## src/rtl/tl_pkg.sv

```systemverilog
// Shared state encodings, lamp codes and head decode for the intersection controller.
package tl_pkg;

  typedef enum logic [2:0] {
    NS_G  = 3'd0,
    NS_Y  = 3'd1,
    RED_A = 3'd2,
    EW_G  = 3'd3,
    EW_Y  = 3'd4,
    RED_B = 3'd5,
    WALK  = 3'd6
  } tl_state_e;

  // Lamp heads are active-low {red,yellow,green}
  localparam logic [2:0] RED    = 3'b011;
  localparam logic [2:0] YELLOW = 3'b101;
  localparam logic [2:0] GREEN  = 3'b110;

  localparam logic DIR_NS = 1'b0;
  localparam logic DIR_EW = 1'b1;

  typedef struct packed {
    logic [2:0] ns;
    logic [2:0] ew;
  } heads_t;

  // Each state lights at most one head non-RED, so the heads can never conflict.
  function automatic heads_t decode_heads(input tl_state_e s);
    heads_t h;
    h.ns = RED;
    h.ew = RED;
    case (s)
      NS_G:    h.ns = GREEN;
      NS_Y:    h.ns = YELLOW;
      EW_G:    h.ew = GREEN;
      EW_Y:    h.ew = YELLOW;
      default: ;
    endcase
    return h;
  endfunction

endpackage

```

## src/rtl/tick_gen.sv

```systemverilog
// Free-running prescaler: one-cycle tick once every CLK_HZ clocks.
module tick_gen #(
  parameter int CLK_HZ = 27_000_000
) (
  input  logic clk,
  input  logic rst,
  output logic tick
);

  localparam int CW = (CLK_HZ > 1) ? $clog2(CLK_HZ) : 1;

  logic [CW-1:0] cnt;

  assign tick = (cnt == CW'(CLK_HZ - 1));

  always_ff @(posedge clk or posedge rst) begin
    if (rst)       cnt <= '0;
    else if (tick) cnt <= '0;
    else           cnt <= cnt + 1'b1;
  end

endmodule

```

## src/rtl/intersection_ctrl.sv

```systemverilog
// Two-way traffic light controller with optional pedestrian walk phase.
// Define PED_WALK_EN to build the pedestrian synchronizer, request latch and WALK state.
module intersection_ctrl
  import tl_pkg::*;
#(
  parameter int CLK_HZ   = 27_000_000,
  parameter int GREEN_S  = 10,
  parameter int YELLOW_S = 2,
  parameter int ALLRED_S = 1,
  parameter int WALK_S   = 5
) (
  input  logic       clk,
  input  logic       rst,
  input  logic       ped_req,
  output logic [2:0] led_ns,
  output logic [2:0] led_ew,
  output logic       walk,
  output logic       ped_pending,
  output logic [2:0] state
);

  localparam int SW = 16;

  tl_state_e st, nxt;
  logic [SW-1:0] sec;
  logic tick, done, ped_go, next_dir;
  heads_t heads;

  function automatic logic [SW-1:0] dur_m1(input tl_state_e s);
    case (s)
      NS_G, EW_G: return SW'(GREEN_S - 1);
      NS_Y, EW_Y: return SW'(YELLOW_S - 1);
      WALK:       return SW'(WALK_S - 1);
      default:    return SW'(ALLRED_S - 1);
    endcase
  endfunction

  tick_gen #(.CLK_HZ(CLK_HZ)) u_tick (
    .clk  (clk),
    .rst  (rst),
    .tick (tick)
  );

  assign done = tick && (sec == dur_m1(st));

  always_comb begin
    nxt = st;
    case (st)
      NS_G:    nxt = NS_Y;
      NS_Y:    nxt = RED_A;
      RED_A:   nxt = ped_go ? WALK : EW_G;
      EW_G:    nxt = EW_Y;
      EW_Y:    nxt = RED_B;
      RED_B:   nxt = ped_go ? WALK : NS_G;
      WALK:    nxt = (next_dir == DIR_EW) ? EW_G : NS_G;
      default: nxt = RED_B;
    endcase
  end

  // Seconds counter restarts on every state entry; reset lands in RED_B for a full clearance.
  always_ff @(posedge clk or posedge rst) begin
    if (rst) begin
      st  <= RED_B;
      sec <= '0;
    end else if (done) begin
      st  <= nxt;
      sec <= '0;
    end else if (tick) begin
      sec <= sec + 1'b1;
    end
  end

`ifdef PED_WALK_EN
  // sync[0..1] resynchronize the button, sync[2] holds the previous level for edge detect
  logic [2:0] sync;
  logic ped_edge, pend, dir_r;

  assign ped_edge = sync[1] & ~sync[2];

  always_ff @(posedge clk or posedge rst) begin
    if (rst) begin
      sync  <= '0;
      pend  <= 1'b0;
      dir_r <= DIR_NS;
    end else begin
      sync <= {sync[1:0], ped_req};
      // A new press landing on the WALK entry cycle is kept for the next service.
      if (done && nxt == WALK) begin
        pend  <= ped_edge;
        dir_r <= (st == RED_A) ? DIR_EW : DIR_NS;
      end else if (ped_edge) begin
        pend <= 1'b1;
      end
    end
  end

  assign ped_go      = pend;
  assign ped_pending = pend;
  assign next_dir    = dir_r;
  assign walk        = (st == WALK);
`else
  logic unused_ped;
  assign unused_ped  = ped_req;
  assign ped_go      = 1'b0;
  assign ped_pending = 1'b0;
  assign next_dir    = DIR_NS;
  assign walk        = 1'b0;
`endif

  assign heads  = decode_heads(st);
  assign led_ns = heads.ns;
  assign led_ew = heads.ew;
  assign state  = st;

endmodule

```

## config.mk

```make
export PLATFORM = sky130hd
export DESIGN_NAME = intersection_ctrl
export DESIGN_NICKNAME = d
export VERILOG_FILES = /design/src/rtl/tl_pkg.sv /design/src/rtl/tick_gen.sv /design/src/rtl/intersection_ctrl.sv
export SDC_FILE = /design/constraint.sdc
export NUM_CORES = 1
export LEC_CHECK = 0
export CAP_MARGIN = 25
export CELL_PAD_IN_SITES_DETAIL_PLACEMENT = 2
export CELL_PAD_IN_SITES_GLOBAL_PLACEMENT = 2
export CORE_MARGIN = 1.5
export CORE_UTILIZATION = 40
export CTS_CLUSTER_DIAMETER = 150
export DETAILED_ROUTE_END_ITERATION = 16
export GPL_TIMING_DRIVEN = 0
export HOLD_SLACK_MARGIN = 0.15
export PLACE_DENSITY_LB_ADDON = 0.25
export RECOVER_POWER = 25
export SETUP_SLACK_MARGIN = 0.15
export SYNTH_ARGS = -nofsm -noshare
export SYNTH_HDL_FRONTEND = slang
export SYNTH_HIERARCHICAL = 1
export SYNTH_SLANG_ARGS = --single-unit
```

## constraint.sdc

```tcl
create_clock -name clk -period 8 [get_ports clk]
set_clock_uncertainty 0.15 [all_clocks]
set_input_delay 1.6 -clock clk [delete_from_list [all_inputs] [get_ports clk]]
set_output_delay 1.6 -clock clk [all_outputs]
set_load 0.03 [all_outputs]
```

==> out/qor.txt, run 1 <==
Outcome: finished, final reports clean
Met1 usage: 25.18%
Crit path launch: u_tick/cnt[0]
Initial core utilization: 41.80%
Setup tns final: 0 ns
Slew Viols, Final: 0
Gr ovfl total: 0
Yosys warns: 6
Total power: 378.4 uW
Die area: 6255 um2
Crit path required time: 8.01 ns
DRT Wirelength: 5603 um
R2R depth: 10
I/O pin cnt: 14
Worst Hold Class: reg -> reg
Final hold viol count: 0
Hold Buf Count CTS: 0
Async S/R FF share, synth: 100.0%
Tcrit/Tclk final: 49.47%
Vias in the first global route: 1918
CTS tree: done
DR iter-0 viols: 78
Layout cell share with drive strength beyond 1: 10.00%
Maximum vdd drop: 87.39 uV
CP Max Fanout: 17
Hold path startpoint: sec[15]
Via count: 1760
Syn Area/Cell: 10.07 um2
CP endpoint kind: flip-flop
Slowest CP cell: clkbuf_1
Max-cap violations: 0
PortBufs: 10
Fmax: 252.7 MHz
Met2 GRT Util: 33.33%
CTS Buf Count: 5
Post-Syn Area: 2316 um2
Crit path top cell by count: clkbuf_1
Post-DP HPWL: 3938 um
Sequential fraction of the synthesis area: 47.65%
Pwr Density: 147.2 nW/um2
Seq cells post-synth: 44
Min cycle time layout: 3.958 ns
Initial antenna violation count: 0
Post-DRT Antenna Nets: 0
Clk sink count: 44
Routed WL per cell: 17.40 um
Vias/cell: 5.466
Yosys cell types: 46
Max clock buf depth: 2
Placed cell area: 2510 um2
RSZ-0062 raised after global routing: no
Crit start category: flip-flop
Die height: 79.09 um
FP Rows: 27
First-pass GRT wire length: 9473 um
H-Tree Level Count: 2
Syn Inst Count: 230
Ys flop type: dfrtp_1
Antenna diodes: 0
Hold Path Depth: 1
CP Class: reg -> reg
Die Wd: 79.09 um
Post-CTS setup buffer count: 0
Reg2reg start: u_tick/cnt[0]
Crit path DAT: 3.96 ns
Tightest Pin Transition: 1.422 ns
Worst R2R Setup Slack: 4.04 ns
Routability cong.: 0.7453
All-Layer GR Usage: 19.64%
Largest net degree at the start of global routing: 26
Grt met3 use: 3.793%
Core box area: 5540 um2
Post_cts resized: 0
Clk_lat worst skew: 0.30 ns
Commonest non-fill, non-tap cell in the layout: dfrtp_1
GRT Max-Usage Layer: met2
Most frequent cells in the layout: dfrtp_1, nor2_1, xnor2_1
CP max stage delay: 0.63 ns
Area Growth Syn to Fin: 11.02%
Crit path cell chain: ha_1 -> nand2_1 -> nor2_1 -> and4_1 -> clkbuf_1 -> clkbuf_1 -> nor4b_1 -> o2111ai_1 -> a21oi_1 -> o221ai_1
Slew HR: 4.308%
Cell area after layout: 2571 um2
Layout fillers: 608
Post-layout util: 46.41%
# DRC: 0
Setup-failing EPs final: 0
Pre-Repair DR Iteration Count: 3
Clk pin slew, worst setup/hold paths: 0.09 ns
Final nets: 254
P_leak: 1.109 nW
Final hold slack: 0.3462 ns
Root Buffer: clkbuf_8
Post-synth EDFFs: 0
## Yosys cell counts (3+ instances only)
cell / number / area [um2]
nand2_1: 21 / 78.83
xnor2_1: 25 / 219.0
nor3_1: 3 / 15.01
nand3_1: 8 / 40.04
buf_4: 4 / 30.03
xor2_1: 8 / 70.07
and3_1: 7 / 43.79
a21oi_1: 6 / 30.03
nor4_1: 10 / 62.56
dfrtp_1: 42 / 1051
nand2b_1: 4 / 25.02
inv_1: 11 / 41.29
nand4_1: 7 / 43.79
nor2_1: 30 / 112.6
## power breakdown
part / switching [mW] / total (mW) / internal [mW]
combinational: 0.00619 / 0.00859 / 0.00241
clock: 0.0785 / 0.148 / 0.0690
sequential: 0 / 0.222 / 0.222
total: 0.0847 / 0.378 / 0.294
## state kept, by name, indices dropped and copies added, names as in the netlist
name	cells
sec	16
state	3
u_tick/cnt	25
## path summary, 6_finish.rpt
check                                      to
worst min-delay path                  sec[15]
worst max-delay path                 state[1]
min in group asynchronous       u_tick/cnt[4]
max in group asynchronous              sec[0]
worst max register to register       state[1]
worst min register to register        sec[15]
## kinds of logic after synthesis
group	count (synthesis)	synth area share, %
and+or+nand+nor	110	27.99
DFF	44	47.65
xor gates and xnor gates	33	12.48
buffers and inverters	19	3.836
AOI/OAI and AO/OA	18	5.511
adders and majority gates	3	1.513
muxes	2	0.8644
other	1	0.1619
## area by class of cell
cell class	count	area, um2	share of cell area (%)
clock buffer	6	82.58	3.212
timing repair buffer	11	127.6	4.963
tap	72	90.09	3.504
clock inverter	2	10.01	0.3893
buffer	8	40.04	1.557
multi-input combinational	168	1076	41.85
inverter	11	41.29	1.606
sequential	44	1104	42.92
## stage by stage
| step | setup WS (ns) | instances |
|---|---|---|
| finish | 4.042 | 322 |
| detailed placement | 4.428 | 313 |
| global route | 3.650 | 322 |
| floorplan | 4.741 | 231 |
| global placement | 4.446 | 313 |
| CTS | 4.092 | 321 |
## metal layers
metal  wire, um  share of wire (%)
met5          0                  0
met4         77                1.4
met3        108                1.9
met2       2804                 50
met1       2613                 47
## worst max-delay path, delay by kind of cell, from the launching register on
family / cells / cell delay [ns]
AO/OA/AOI/OAI: 3 / 0.98
buffers and inverters: 2 / 1.04
adder cells (fa/ha/maj): 1 / 0.25
flip-flops: 1 / 0.40
AND/OR/NAND/NOR: 4 / 0.99
No activity file was read; power rests on OpenSTA's default activity.
==> run 2, diff against run 1 <==
--- a/config.mk
+++ b/config.mk
@@ -9,7 +9,7 @@
 export CELL_PAD_IN_SITES_DETAIL_PLACEMENT = 2
 export CELL_PAD_IN_SITES_GLOBAL_PLACEMENT = 2
 export CORE_MARGIN = 1.5
-export CORE_UTILIZATION = 40
+export CORE_UTILIZATION = 38
 export CTS_CLUSTER_DIAMETER = 150
 export DETAILED_ROUTE_END_ITERATION = 16
 export GPL_TIMING_DRIVEN = 0
==> constraint.sdc (replaced) <==
create_clock -name clk -period 4 [get_ports clk]
set_clock_uncertainty 0.15 [all_clocks]
set_input_delay 0.8 -clock clk [delete_from_list [all_inputs] [get_ports clk]]
set_output_delay 0.8 -clock clk [all_outputs]
set_load 0.03 [all_outputs]
==> run 2 against run 1 <==
Effect of this change:
- critical path depth stayed put
- sequential cell count stayed put
- clock power is 88% higher
- sequential power is 100% higher
- count of clock-buffer cells in the layout is 2 higher
- via count is 2.2% lower
- cell count is 0.93% higher
- non-clock buffer count stayed put
- worst hold slack better by 0.00090 ns
- global-route usage is 1.3 points lower
- combinational power is 65% higher
- maximum frequency is 17% higher
- critical path type unchanged
- highest routed layer unchanged
==> out/qor.txt, run 2 (same netlist as run 1, synthesis figures left out) <==
# DRC: 0 (unchanged)
First-pass GRT wire length: 9108 um (-3.9%)
Final hold slack: 0.3471 ns (+0.0008980 ns)
Biggest register: u_tick/cnt
Topmost layer with routed signal wires: met4
Core box area: 5886 um2 (+6.2%)
Post-DRT Antenna Nets: 0 (unchanged)
Final nets: 254 (unchanged)
Gr ovfl total: 0 (unchanged)
I/O pin cnt: 14 (unchanged)
FP Rows: 28 (+3.7%)
Met3 WL post-DR: 98 um (-9.3%)
Vias/cell: 5.298 (-3.1%)
Routed WL per cell: 16.16 um (-7.1%)
Setup tns final: 0 ns (unchanged)
Max FFs per register: 25 (unchanged)
Routability cong.: 0.7690 (+3.2%)
DR iter-0 viols: 40 (-49%)
Initial antenna violation count: 0 (unchanged)
Post-layout util: 44.13% (-2.3 points)
PortBufs: 10 (unchanged)
Most frequent cells in the layout: dfrtp_1, nor2_1, xnor2_1
Buffers and inverters on the worst path: 2 (unchanged)
Setup crit end: state[1]
Critical path depth: 10 (unchanged)
Post-DP HPWL: 3797 um (-3.6%)
Pre-Repair DR Iteration Count: 4 (+1)
Initial core utilization: 39.35% (-2.5 points)
All-Layer GR Usage: 18.35% (-1.3 points)
Post-CTS setup buffer count: 0 (unchanged)
Crit path DAT: 3.37 ns (-0.59 ns)
Slew Viols, Final: 0 (unchanged)
Layout cell share with drive strength beyond 1: 10.80% (+0.80 points)
CP Max Fanout: 17 (unchanged)
Die Wd: 81.07 um (+2.5%)
Final hold viol count: 0 (unchanged)
Via count: 1722 (-2.2%)
Hold Buf Count CTS: 0 (unchanged)
Cell class contributing the biggest share of worst-path delay: simple AND/OR/NAND/NOR gates
Area Growth Syn to Fin: 12.16%
Crit path required time: 4.00 ns (-4.01 ns)
Outcome: finished, final reports clean
Largest net degree at the start of global routing: 21 (-19%)
Crit path top cell by count: buf_4
CP max stage delay: 0.50 ns (-0.13 ns)
DRT Wirelength: 5253 um (-6.2%)
Root Buffer: clkbuf_8
H-Tree Level Count: 2 (unchanged)
Commonest non-fill, non-tap cell in the layout: dfrtp_1
Min cycle time layout: 3.369 ns (-0.5889 ns)
CP Class: reg -> reg
Tcrit/Tclk final: 84.22% (+35 points)
Maximum vdd drop: 128.0 uV (+46%)
Die area: 6572 um2 (+5.1%)
Die height: 81.07 um (+2.5%)
CTS Buf Count: 5 (unchanged)
Slew HR: 21.76% (+17 points)
Reg2reg start: u_tick/cnt[0]
Fmax: 296.8 MHz (+17%)
Clk_lat worst skew: 0.29 ns (about the same)
Crit path cell chain: ha_1 -> nand2_1 -> nor2_1 -> and4_1 -> buf_4 -> buf_4 -> nor4b_1 -> o2111ai_1 -> a21oi_1 -> o221ai_1
CP endpoint kind: flip-flop
Worst R2R Setup Slack: 0.63 ns (-3.41 ns)
Crit path launch: u_tick/cnt[0]
Tightest Pin Transition: 1.174 ns (-0.2487 ns)
Met1 WL: 2640 um (+1.0%)
Max clock buf depth: 2 (unchanged)
Pwr Density: 283.8 nW/um2 (+93%)
Max-cap violations: 0 (unchanged)
Slowest CP cell: a21oi_1
Clk sink count: 44 (unchanged)
R2R depth: 10 (unchanged)
Layout fillers: 630 (+3.6%)
Worst Hold Class: reg -> reg
R2r endpoint: state[1]
Metal2 WL: 2487 um (-11%)
Vias in the first global route: 1811 (-5.6%)
Post_cts resized: 0 (unchanged)
Clk pin slew, worst setup/hold paths: 0.08 ns (about the same)
CTS tree: done
RSZ-0062 raised after global routing: no
P_leak: 1.129 nW (+1.8%)
Crit start category: flip-flop
Antenna diodes: 0 (unchanged)
Setup-failing EPs final: 0 (unchanged)
## run 2: cell types whose count changed in the layout (fill, tap and decap cells not counted)
cell and change:
buf_4 +2, clkbuf_1 +2, clkinv_2 -2, nor4_1 -2
nor4_4 +2, a2111oi_0 -1, a2111oi_2 +1, buf_16 -1
clkbuf_8 -1, nand4_1 -1, nand4_4 +1
## run 2: how the worst min path moves through the flow
stage	startpoint	endpoint	slack, ns	depth (start not counted)
6_report	u_tick/cnt[0]	u_tick/cnt[0]	0.35	1
5_1_grt	u_tick/cnt[0]	u_tick/cnt[0]	0.38	1
4_1_cts	u_tick/cnt[0]	u_tick/cnt[0]	0.34	1
3_5_place_dp	u_tick/cnt[0]	u_tick/cnt[0]	0.33	1
3_3_place_gp	u_tick/cnt[0]	u_tick/cnt[0]	0.32	1
2_1_floorplan	sec[15]	sec[15]	0.30	1
## run 2: final cells by class
class | instances | area (um2) | area share [%]
Multi-Input combinational cell | 168 | 1127 | 43.40
Sequential cell | 44 | 1104 | 42.49
Timing Repair Buffer | 11 | 103.9 | 3.998
Tap cell | 75 | 93.84 | 3.613
Clock buffer | 8 | 80.08 | 3.083
Buffer | 8 | 47.55 | 1.830
Inverter | 11 | 41.29 | 1.590
## run 2: metal layers
layer  GRT usage (%)  vias to the layer above
met5               0                        -
met4           5.172                        0
met3           3.708                        2
met2           28.42                       15
met1           25.93                      872
li1                -                      833
## run 2: metrics by stage
| step | worst slack (ns) | cells | cell area, um2 | power, mW |
|---|---|---|---|---|
| 6_report | 0.6311 | 325 | 2597 | 0.7371 |
| 4_1_cts | 0.6242 | 325 | 2621 | 0.7482 |
| 3_5_place_dp | 0.6458 | 317 | 2541 | 0.4716 |
| 3_3_place_gp | 0.6492 | 316 | 2514 | 0.4680 |
| 2_1_floorplan | 1.363 | 231 | 2320 | 0.4638 |
| 5_1_grt | 0.3160 | 325 | 2597 | 0.7693 |
## run 2: worst reg2reg max path: stages, from the launching register on
cell       delay (ns)
dfrtp_1          0.40
ha_1             0.25
nand2_1          0.23
nor2_1           0.22
and4_1           0.21
buf_4            0.19
buf_4            0.24
nor4b_1          0.36
o2111ai_1        0.27
a21oi_1          0.50
o221ai_1         0.21
## run 2: power breakdown
part           switching, mW  internal, mW
Clock                  0.154         0.125
Sequential                 0         0.444
Combinational         0.0119       0.00229
Total                  0.166         0.571
==> run 3, diff against run 2 <==
==> constraint.sdc (replaced) <==
create_clock -name clk -period 3.41 [get_ports clk]
set_clock_uncertainty 0.15 [all_clocks]
set_input_delay 0.682 -clock clk [delete_from_list [all_inputs] [get_ports clk]]
set_output_delay 0.682 -clock clk [all_outputs]
set_load 0.03 [all_outputs]
==> run 3 against run 2 <==
Effect of this change:
- first-iteration DRC count is 23% higher
- via count up 0.93%
- combinational power is 18% higher
- sequential share of layout area is 0.39 points lower
- total power grew 17%
- cell count did not move
- wire length rose by 2.7%
- critical path depth is the same
- sequential power rose by 17%
- largest cell class unchanged
- largest power group unchanged
==> out/qor.txt, run 3 (same netlist as run 1, synthesis figures left out) <==
Pre-CTS WS: 0.05582 ns (-0.5900 ns)
Setup tns final: 0 ns (unchanged)
Clk_lat worst skew: 0.29 ns (about the same)
Hold path startpoint: u_tick/cnt[0]
Vias/cell: 5.348 (+0.93%)
Layout fillers: 635 (+0.79%)
Max-cap violations: 0 (unchanged)
FP Rows: 28 (unchanged)
Post-DRT Antenna Nets: 0 (unchanged)
All-Layer GR Usage: 18.47% (+0.12 points)
Critical path depth: 10 (unchanged)
Final hold viol count: 0 (unchanged)
Min cycle time layout: 3.038 ns (-0.3312 ns)
Tightest Pin Transition: 1.171 ns (-0.002313 ns)
Fmax: 329.2 MHz (+11%)
Gr ovfl total: 0 (unchanged)
Most frequent cells in the layout: dfrtp_1, nor2_1, xnor2_1
Layout cell share with drive strength beyond 1: 12.00% (+1.2 points)
Core box area: 5886 um2 (unchanged)
H-Tree Level Count: 2 (unchanged)
Final WS setup: 0.3723 ns (-0.2588 ns)
Max FFs per register: 25 (unchanged)
Hold Buf Count CTS: 0 (unchanged)
Largest net degree at the start of global routing: 21 (unchanged)
Reg2reg start: u_tick/cnt[0]
Slew Viols, Final: 0 (unchanged)
Maximum vdd drop: 152.5 uV (+19%)
Crit path top cell by count: buf_4
CTS tree: done
CP endpoint kind: flip-flop
RSZ-0062 raised after global routing: no
Max clock buf depth: 2 (unchanged)
Worst Hold Class: reg -> reg
Initial core utilization: 39.35% (unchanged)
Via count: 1738 (+0.93%)
# DRC: 0 (unchanged)
Routability cong.: 0.7690 (unchanged)
Outcome: finished, final reports clean
Tcrit/Tclk final: 89.08% (+4.9 points)
Final nets: 254 (unchanged)
Cell class contributing the biggest share of worst-path delay: simple AND/OR/NAND/NOR gates
Pre-Repair DR Iteration Count: 4 (unchanged)
Crit path cell chain: ha_1 -> nand2_1 -> nor2_1 -> and4_1 -> buf_4 -> buf_4 -> nor4b_2 -> o2111ai_2 -> a211o_1 -> a22o_1
R2R depth: 10 (unchanged)
Hold Path End: u_tick/cnt[0]
Total power: 862.4 uW (+17%)
Vias in the first global route: 1819 (+0.44%)
DRT Wirelength: 5393 um (+2.7%)
Commonest non-fill, non-tap cell in the layout: dfrtp_1
Buffers and inverters on the worst path: 2 (unchanged)
Die area: 6572 um2 (unchanged)
Hold Path Depth: 1 (unchanged)
Slowest CP cell: dfrtp_1
Die Wd: 81.07 um (unchanged)
CP Max Fanout: 17 (unchanged)
Pwr Density: 329.0 nW/um2 (+16%)
I/O pin cnt: 14 (unchanged)
First-pass GRT wire length: 9170 um (+0.68%)
Die height: 81.07 um (unchanged)
Crit start category: flip-flop
Antenna diodes: 0 (unchanged)
Multi-input gate area: 1151 um2 (+2.1%)
CP Class: reg -> reg
R2r endpoint: state[2]
Worst R2R Setup Slack: 0.37 ns (-0.26 ns)
CTS Buf Count: 5 (unchanged)
Crit path DAT: 3.11 ns (-0.26 ns)
P_leak: 1.132 nW (+0.23%)
Clk pin slew, worst setup/hold paths: 0.08 ns (about the same)
Setup-failing EPs final: 0 (unchanged)
Crit path required time: 3.49 ns (-0.51 ns)
CP max stage delay: 0.40 ns (-0.10 ns)
Biggest register: u_tick/cnt
DR iter-0 viols: 49 (+23%)
Final std cells w/o fill: 325 (unchanged)
Root Buffer: clkbuf_8
Area Growth Syn to Fin: 13.18%
Clk sink count: 44 (unchanged)
Routed WL per cell: 16.59 um (+2.7%)
Dpl cells: 317 (unchanged)
Register area: 1104 um2 (unchanged)
Initial antenna violation count: 0 (unchanged)
Slew HR: 21.91% (+0.15 points)
PortBufs: 10 (unchanged)
Post-DP HPWL: 3797 um (unchanged)
## run 3: cell counts in the layout (fill, tap and decap cells not counted)
No cell type changed its count.
## run 3: per-layer routing
metal | global-route usage (%) | share of wire, % | wire length (um) | vias to the layer above
li1 | - | - | - | 834
met1 | 26.07 | 49 | 2647 | 880
met2 | 28.67 | 48 | 2594 | 22
met3 | 3.708 | 2.3 | 124 | 2
met4 | 5.172 | 0.50 | 27 | 0
met5 | 0 | 0 | 0 | -
## run 3: stage by stage
stage / hold WS, ns / cell area [um2] / utilization, %
floorplan: 0.2976 / 2320 / -
global placement: 0.3216 / 2514 / 42.71
detailed placement: 0.3326 / 2541 / 43.18
CTS: 0.3445 / 2625 / 44.60
global route: 0.3783 / 2621 / 44.54
finish: 0.3467 / 2621 / 44.54
## run 3: how the worst max path moves through the flow
stage / start / endpoint
finish: u_tick/cnt[0] / state[2]
global route: u_tick/cnt[0] / state[2]
CTS: u_tick/cnt[0] / state[1]
detailed placement: u_tick/cnt[0] / state[1]
global placement: u_tick/cnt[0] / state[1]
floorplan: u_tick/cnt[0] / state[1]
## run 3: report_power, final
group,total (mW),internal (mW),switching [mW]
combinational,0.0167,0.00269,0.0140
sequential,0.521,0.521,0
clock,0.324,0.146,0.178
## run 3: cell type report
type / instances / area share, %
multi-input combinational: 168 / 43.91
sequential: 44 / 42.10
timing repair buffer: 11 / 3.962
tap: 75 / 3.580
clock buffer: 8 / 3.055
buffer: 8 / 1.814
inverter: 11 / 1.575
## run 3: what timing repair did
action                     in CTS  in global routing
buffers inserted                0                  0
setup endpoints to repair       4                  7
gates resized for setup         1                  3
